==> config.mk <==
export PLATFORM = sky130hd
export DESIGN_NAME = boton_peaton_flat
export DESIGN_NICKNAME = d
export VERILOG_FILES = /design/src/rtl/boton_peaton_if.sv /design/src/rtl/boton_peaton.sv /design/src/flat_wrapper.sv
export SDC_FILE = /design/constraint.sdc
export NUM_CORES = 1
export LEC_CHECK = 0
export ABC_AREA = 1
export CAP_MARGIN = 25
export CORE_MARGIN = 2
export CORE_UTILIZATION = 35
export CTS_CLUSTER_DIAMETER = 30
export DETAILED_ROUTE_END_ITERATION = 8
export PLACE_DENSITY = 0.63
export SETUP_SLACK_MARGIN = 0.05
export SLEW_MARGIN = 10
export SYNTH_ARGS = -nofsm -noshare
export SYNTH_HDL_FRONTEND = slang
export SYNTH_SLANG_ARGS = --single-unit
==> constraint.sdc <==
create_clock -name clk -period 1.5 [get_ports clk]
set_input_delay 0.15 -clock clk [delete_from_list [all_inputs] [get_ports clk]]
set_output_delay 0.15 -clock clk [all_outputs]
set_load 0.02 [all_outputs]
==> src/rtl/boton_peaton_if.sv <==
// Pedestrian button bus: raw button and semaforo lamps in, walk request and status out.
interface boton_peaton_if;
  logic       boton_raw;
  logic       rojo;
  logic       amarillo;
  logic       verde;
  logic       blanco;
  logic       pulsador;
  logic       espera;
  logic [7:0] servicios;
  logic       conflicto;

  modport master (
    output boton_raw, rojo, amarillo, verde, blanco,
    input  pulsador, espera, servicios, conflicto
  );

  modport slave (
    input  boton_raw, rojo, amarillo, verde, blanco,
    output pulsador, espera, servicios, conflicto
  );
endinterface

==> src/rtl/boton_peaton.sv <==
// Pedestrian push-button front end: synchronizer, debouncer, request FSM and lamp-conflict monitor.
// Optional post-walk lockout is built only when BOTON_PEATON_LOCKOUT_EN is defined.
module boton_peaton #(
  parameter int DEB_CYCLES  = 4,
  parameter int LOCK_CYCLES = 16
) (
  input logic          clk,
  input logic          rst,
  boton_peaton_if.slave bus
);

  generate
    if (DEB_CYCLES < 2 || DEB_CYCLES > 255) begin : g_bad_deb
      $error("DEB_CYCLES must be in 2..255");
    end
    if (LOCK_CYCLES < 1 || LOCK_CYCLES > 65535) begin : g_bad_lock
      $error("LOCK_CYCLES must be in 1..65535");
    end
  endgenerate

  localparam logic [7:0] DEB_LAST = 8'(DEB_CYCLES - 1);

  typedef enum logic [1:0] {
    IDLE = 2'd0,
    PEND = 2'd1,
    WALK = 2'd2
`ifdef BOTON_PEATON_LOCKOUT_EN
    ,
    LOCK = 2'd3
`endif
  } state_t;

  logic [1:0] sync_reg;
  logic       sync_level;
  logic       deb_reg;
  logic [7:0] deb_cnt_reg;
  logic       press_reg;

  state_t     state_reg;
  state_t     state_next;
  logic       pulsador_reg;
  logic       pulsador_next;
  logic       espera_reg;
  logic       espera_next;
  logic [7:0] servicios_reg;
  logic [7:0] servicios_next;
  logic       conflicto_reg;
  logic       conflicto_next;
  logic       lamp_bad;

  always_ff @(posedge clk or posedge rst) begin
    if (rst) begin
      sync_reg <= 2'b00;
    end else begin
      sync_reg <= {sync_reg[0], bus.boton_raw};
    end
  end

  assign sync_level = sync_reg[1];

  // Level only flips after DEB_CYCLES uninterrupted disagreeing samples; press fires on the rising flip.
  always_ff @(posedge clk or posedge rst) begin
    if (rst) begin
      deb_reg     <= 1'b0;
      deb_cnt_reg <= 8'd0;
      press_reg   <= 1'b0;
    end else begin
      press_reg <= 1'b0;
      if (sync_level == deb_reg) begin
        deb_cnt_reg <= 8'd0;
      end else if (deb_cnt_reg == DEB_LAST) begin
        deb_reg     <= sync_level;
        deb_cnt_reg <= 8'd0;
        press_reg   <= sync_level;
      end else begin
        deb_cnt_reg <= deb_cnt_reg + 8'd1;
      end
    end
  end

`ifdef BOTON_PEATON_LOCKOUT_EN
  localparam logic [15:0] LOCK_LAST = 16'(LOCK_CYCLES - 1);
  logic [15:0] lock_cnt_reg;
  logic [15:0] lock_cnt_next;

  always_ff @(posedge clk or posedge rst) begin
    if (rst) begin
      lock_cnt_reg <= 16'd0;
    end else begin
      lock_cnt_reg <= lock_cnt_next;
    end
  end
`endif

  always_ff @(posedge clk or posedge rst) begin
    if (rst) begin
      state_reg     <= IDLE;
      pulsador_reg  <= 1'b0;
      espera_reg    <= 1'b0;
      servicios_reg <= 8'd0;
      conflicto_reg <= 1'b0;
    end else begin
      state_reg     <= state_next;
      pulsador_reg  <= pulsador_next;
      espera_reg    <= espera_next;
      servicios_reg <= servicios_next;
      conflicto_reg <= conflicto_next;
    end
  end

  always_comb begin
    state_next     = state_reg;
    servicios_next = servicios_reg;
`ifdef BOTON_PEATON_LOCKOUT_EN
    lock_cnt_next  = lock_cnt_reg;
`endif
    case (state_reg)
      IDLE: begin
        // A walk phase already in progress swallows a coincident press.
        if (bus.blanco) begin
          state_next = WALK;
        end else if (press_reg) begin
          state_next = PEND;
        end
      end
      PEND: begin
        if (bus.blanco) begin
          state_next = WALK;
          if (servicios_reg != 8'hFF) begin
            servicios_next = servicios_reg + 8'd1;
          end
        end
      end
      WALK: begin
        if (!bus.blanco) begin
`ifdef BOTON_PEATON_LOCKOUT_EN
          state_next    = LOCK;
          lock_cnt_next = 16'd0;
`else
          state_next = IDLE;
`endif
        end
      end
`ifdef BOTON_PEATON_LOCKOUT_EN
      LOCK: begin
        if (lock_cnt_reg == LOCK_LAST) begin
          state_next = IDLE;
        end else begin
          lock_cnt_next = lock_cnt_reg + 16'd1;
        end
      end
`endif
      default: begin
        state_next = IDLE;
      end
    endcase

    pulsador_next = (state_next == PEND);
    espera_next   = (state_next == PEND);
  end

  // Walk lamp with a vehicle-go lamp, or all vehicle lamps dark, is latched until reset.
  always_comb begin
    lamp_bad = (bus.blanco && (bus.verde || bus.amarillo)) ||
               (!bus.rojo && !bus.amarillo && !bus.verde);
    conflicto_next = conflicto_reg | lamp_bad;
  end

  assign bus.pulsador  = pulsador_reg;
  assign bus.espera    = espera_reg;
  assign bus.servicios = servicios_reg;
  assign bus.conflicto = conflicto_reg;

endmodule

==> src/flat_wrapper.sv <==
// flat-port wrapper written by rule: the top's interface ports become plain ports
module boton_peaton_flat 
#(
  parameter int DEB_CYCLES  = 4,
  parameter int LOCK_CYCLES = 16
)
  (clk, rst, bus_boton_raw, bus_rojo, bus_amarillo, bus_verde, bus_blanco, bus_pulsador, bus_espera, bus_servicios, bus_conflicto);
  boton_peaton_if bus_i ();
  input logic clk;
  input logic rst;
  input wire logic [$bits(bus_i.boton_raw)-1:0] bus_boton_raw;
  input wire logic [$bits(bus_i.rojo)-1:0] bus_rojo;
  input wire logic [$bits(bus_i.amarillo)-1:0] bus_amarillo;
  input wire logic [$bits(bus_i.verde)-1:0] bus_verde;
  input wire logic [$bits(bus_i.blanco)-1:0] bus_blanco;
  output wire logic [$bits(bus_i.pulsador)-1:0] bus_pulsador;
  output wire logic [$bits(bus_i.espera)-1:0] bus_espera;
  output wire logic [$bits(bus_i.servicios)-1:0] bus_servicios;
  output wire logic [$bits(bus_i.conflicto)-1:0] bus_conflicto;
  assign bus_i.boton_raw = bus_boton_raw;
  assign bus_i.rojo = bus_rojo;
  assign bus_i.amarillo = bus_amarillo;
  assign bus_i.verde = bus_verde;
  assign bus_i.blanco = bus_blanco;
  assign bus_pulsador = bus_i.pulsador;
  assign bus_espera = bus_i.espera;
  assign bus_servicios = bus_i.servicios;
  assign bus_conflicto = bus_i.conflicto;
  boton_peaton #(.DEB_CYCLES(DEB_CYCLES), .LOCK_CYCLES(LOCK_CYCLES)) u_core (.clk(clk), .rst(rst), .bus(bus_i));
endmodule
Word level (Yosys, flattened, before mapping) --
Index checks and enable logic that the tools add are counted. W data, S select, Z words.
Operators by class: shift-type cells 0, equal/unequal tests 6, bitwise logic cells 2, $add $sub $neg 2, reductions and logical operators 11, $lt $le $gt $ge 0, mux-type cells 9, multiply operators 0, div/mod/pow operators 0
Operator list (number):
- $add A8 B1 Y8 const B | 2
- $mux W8 | 2
- $eq A8 B2 Y1 const B | 1
- $mux W2 | 4
- $ne A8 B8 Y1 const B | 1
- $pmux W2 S3 | 1
- $eq A2 B1 Y1 const B | 2
- $logic_and A1 B1 Y1 | 3
- $logic_not A1 Y1 | 3
- $reduce_and A3 Y1 | 1
- $eq A2 B2 Y1 const B | 1
- $logic_not A2 Y1 | 1
- $logic_or A1 B1 Y1 | 2
- $mux W1 | 2
- $reduce_and A2 Y1 | 1
- $eq A1 B1 Y1 | 1
- $not A1 Y1 | 1
- $or A1 B1 Y1 | 1
Word-level totals: memories 0, RAM bits 0, register bits after elaboration 24, ROM bits 0, bits in latches 0, word-level logic and storage cells 38, output and inout bits 11, input bits 7

Longest topological paths before layout --
depth in word-level cells 5, depth in mapped cells 8, depth with buffers taken out 8

Worst setup path after synthesis --
OpenSTA, ideal clock, no wires.
path kind reg-to-reg, from register u_core.servicios_reg[0] (netlist: u_core.bus.servicios[0]), to register u_core.servicios_reg[3] (netlist: u_core.bus.servicios[3]), cell stages (with the launch flop) 9, setup slack 0.156 ns, arrival 1.228 ns, required time 1.383 ns, cell sequence dfrtp_1 ha_1 nand2_1 nor2_1 nand2_2 nand2_1 nor2_2 nand2_1 nand2_1
On the way: cells in the longest elaborated chain, start to end 2
Ends and longest elaborated chain:
- start, declared | RTL line boton_peaton.sv:45 | logic [7:0] servicios_reg;
- start signal, assigned | RTL line boton_peaton.sv:106 | servicios_reg <= servicios_next;
- branches (longest 2 deep; another with $add A8 B1 Y8)
Several ways; the timed one is not identified. A chain may end at the register's enable or synchronous reset.

Final worst setup path --
from register u_core.servicios_reg[1] (netlist: u_core.bus.servicios[1]), to register u_core.servicios_reg[3] (netlist: u_core.bus.servicios[3])
The elaborated chain is that of the path after synthesis.

==> out/qor.txt <==
Unrepaired setup endpoints after global routing -> false
CTS clk-pin slew, worst paths -> 0.13 ns
Achievable Freq -> 0.750 GHz
Worst Tran Pin Value -> 0.293 ns
Row count -> 20
Fillers -> 328
CTS tree -> done
Synth area leaders -> dfrtp_1, nand2_1, inv_1, nor2_1, xor2_1
Slowest-stage cell, CP -> dfrtp_1
Slew HR -> 80.4%
Pwr Total -> 0.00132 W
H-tree levels -> 1
Number of global-route vias before repair -> 839
Drt wl/cell -> 9.66 µm
Vias/cell -> 4.43
Period utilization -> 88.9%
Pin count of the biggest net entering global routing -> 25
Kind of end point of the critical path -> flip-flop
Netlist Area Pre-Place -> 1150 µm²
Detailed-route via count -> 900
Pwr dens -> 933 nW/µm²
Grt ovf -> 0
# setup viols final -> 0
Sequential element share of the synthesized area -> 52.1%
All-Layer GR Usage -> 11.7%
Post-route cell area -> 1420 µm²
Synth area leader -> dfrtp_1
Place WS -> 0.137 ns
FF-to-FF setup slack -> 0.17 ns
# diodes -> 0
Starting Density -> 37.2%
# port buffers -> 17
Synth unique cells -> 20
Max-cap check violation count -> 0
Seq. cell area -> 601 µm²
Die height -> 61.4 µm
DRC -> 0
Yosys reg bits -> 24
Die W -> 61.4 µm
Area delta synth->final -> 23.0%
CP required -> 1.71 ns
Crit path kind -> flip-flop to flip-flop
Clk_lat worst skew -> 0.31 ns
Core Region -> 3100 µm²
Nets -> 169
Worst setup margin -> 0.167 ns
Routed Antenna Nets -> 0
Iteration count of the initial detailed-routing pass -> 4
CTS root buf -> clkbuf_4
Commonest non-fill, non-tap cell in the layout -> nand2_1
CP most frequent cell -> nand2_1
Share of layout cells above drive strength 1 -> 6.92%
Status -> completed
CTS Buffer Depth -> 2
Final Routed Wirelength -> 1960 µm
DP Area -> 1380 µm²
DIE AREA -> 3770 µm²
Placer Congestion -> 0.778
Multi-input gate area -> 480 µm²
Syn_nets -> 147
Crit-path max FO -> 5
Avg Cell Area, Syn -> 8.36 µm²
I/O pin total -> 18
HPWL Detailed -> 1560 µm
Global-route wire length before repair -> 3320 µm
Clock Skew -> 0.00739 ns
Synthesized instance count -> 138
Critical path cell sequence -> ha_2 -> nand2_1 -> nor2_1 -> nand2_2 -> nand2_1 -> nor2_4 -> nand2_1 -> nand2_1
TNS Setup -> 0 ns
Yosys warning count -> 0
# Post-CTS Setup Buffers -> 0
Most frequent cells in the layout -> nand2_1, dfrtp_1, inv_1
Yosys top cell area share -> 52.1%
Final hold vios -> 0
Worst EP arrival -> 1.54 ns
Max stage delay on crit path -> 0.42 ns
Initial antenna violation count -> 0
Pins Over Slew Limit -> 0
Startpoint types -> flip-flop
Hold crit path type -> input port to async pin
Total CTS buffers -> 3
Tmin final -> 1.33 ns
Peak VDD IR -> 0.407 mV
Number of clock sinks -> 24
Static Leakage -> 0.760 nW
Initial DRC Count -> 38
Final core utilization -> 45.7%
-- area by class of cell --
type	instances	share of cell area, %
Sequential cell	24	42.3
Clock buffer	4	2.56
Tap cell	44	3.88
Inverter	18	4.76
Timing Repair Buffer	19	12.6
Multi-Input combinational cell	94	33.9
-- critical path, delay by kind of cell (launching register included) --
family                   cells  cell delay [ns]
adder cells (fa/ha/maj)      1             0.23
flip-flops                   1             0.42
AND/OR/NAND/NOR              7             0.58
-- metal layers --
metal  share of wire [%]  vias to the layer above  track usage, %
met2                  52                       11            20.8
li1                    -                      476               -
met3                 2.8                        2            1.89
met5                   0                        -               0
met1                  44                      411            14.2
met4                0.97                        0            4.56
-- cells by family after synthesis --
| group | synth area share, % |
|---|---|
| buf+inv | 6.94 |
| fa+ha+maj | 2.17 |
| flops | 52.1 |
| simple gates | 29.2 |
| compound gates | 4.34 |
| xor+xnor | 5.31 |
-- stage by stage --
step,cells,hold slack (ns)
2_1_floorplan,138,0.165
3_3_place_gp,199,0.332
3_5_place_dp,199,0.336
4_1_cts,203,0.179
5_1_grt,203,0.185
6_report,203,0.170
-- path summary, 6_finish.rpt --
path / endpoint / depth (start not counted) / from
worst max-delay path: u_core.bus.servicios[3] / 8 / u_core.bus.servicios[1]
worst min-delay path: u_core.deb_reg / 3 / rst
worst max register to register: u_core.bus.servicios[3] / 8 / u_core.bus.servicios[1]
worst min register to register: u_core.sync_reg[1] / 0 / u_core.sync_reg[0]
max in group asynchronous: u_core.bus.servicios[1] / 3 / rst
min in group clk: u_core.sync_reg[0] / 1 / bus_boton_raw
-- repair_timing --
action                                  in CTS  in global routing
hold buffers                                 0                  0
endpoints found under the setup margin       9                  6
hold endpoints to repair                     0                  0
resized for setup                            9                  4
-- cell usage after synthesis, drive strengths merged --
master	instances
nor3	6
nand4	3
buf	2
a21boi	1
nor2	15
nand3	7
nand3b	2
ha	2
dfrtp	24
nand2	43
a21o	1
inv	18
o21ai	6
xor2	5
a21oi	1
xnor2	2
-- power breakdown --
| part | internal, W | switching [W] |
|---|---|---|
| clock network | 0.000148 | 0.000181 |
| registers | 0.000708 | 0.0000544 |
| logic | 0.0000947 | 0.000138 |
Note: power is estimated with default switching activity, not from simulation.
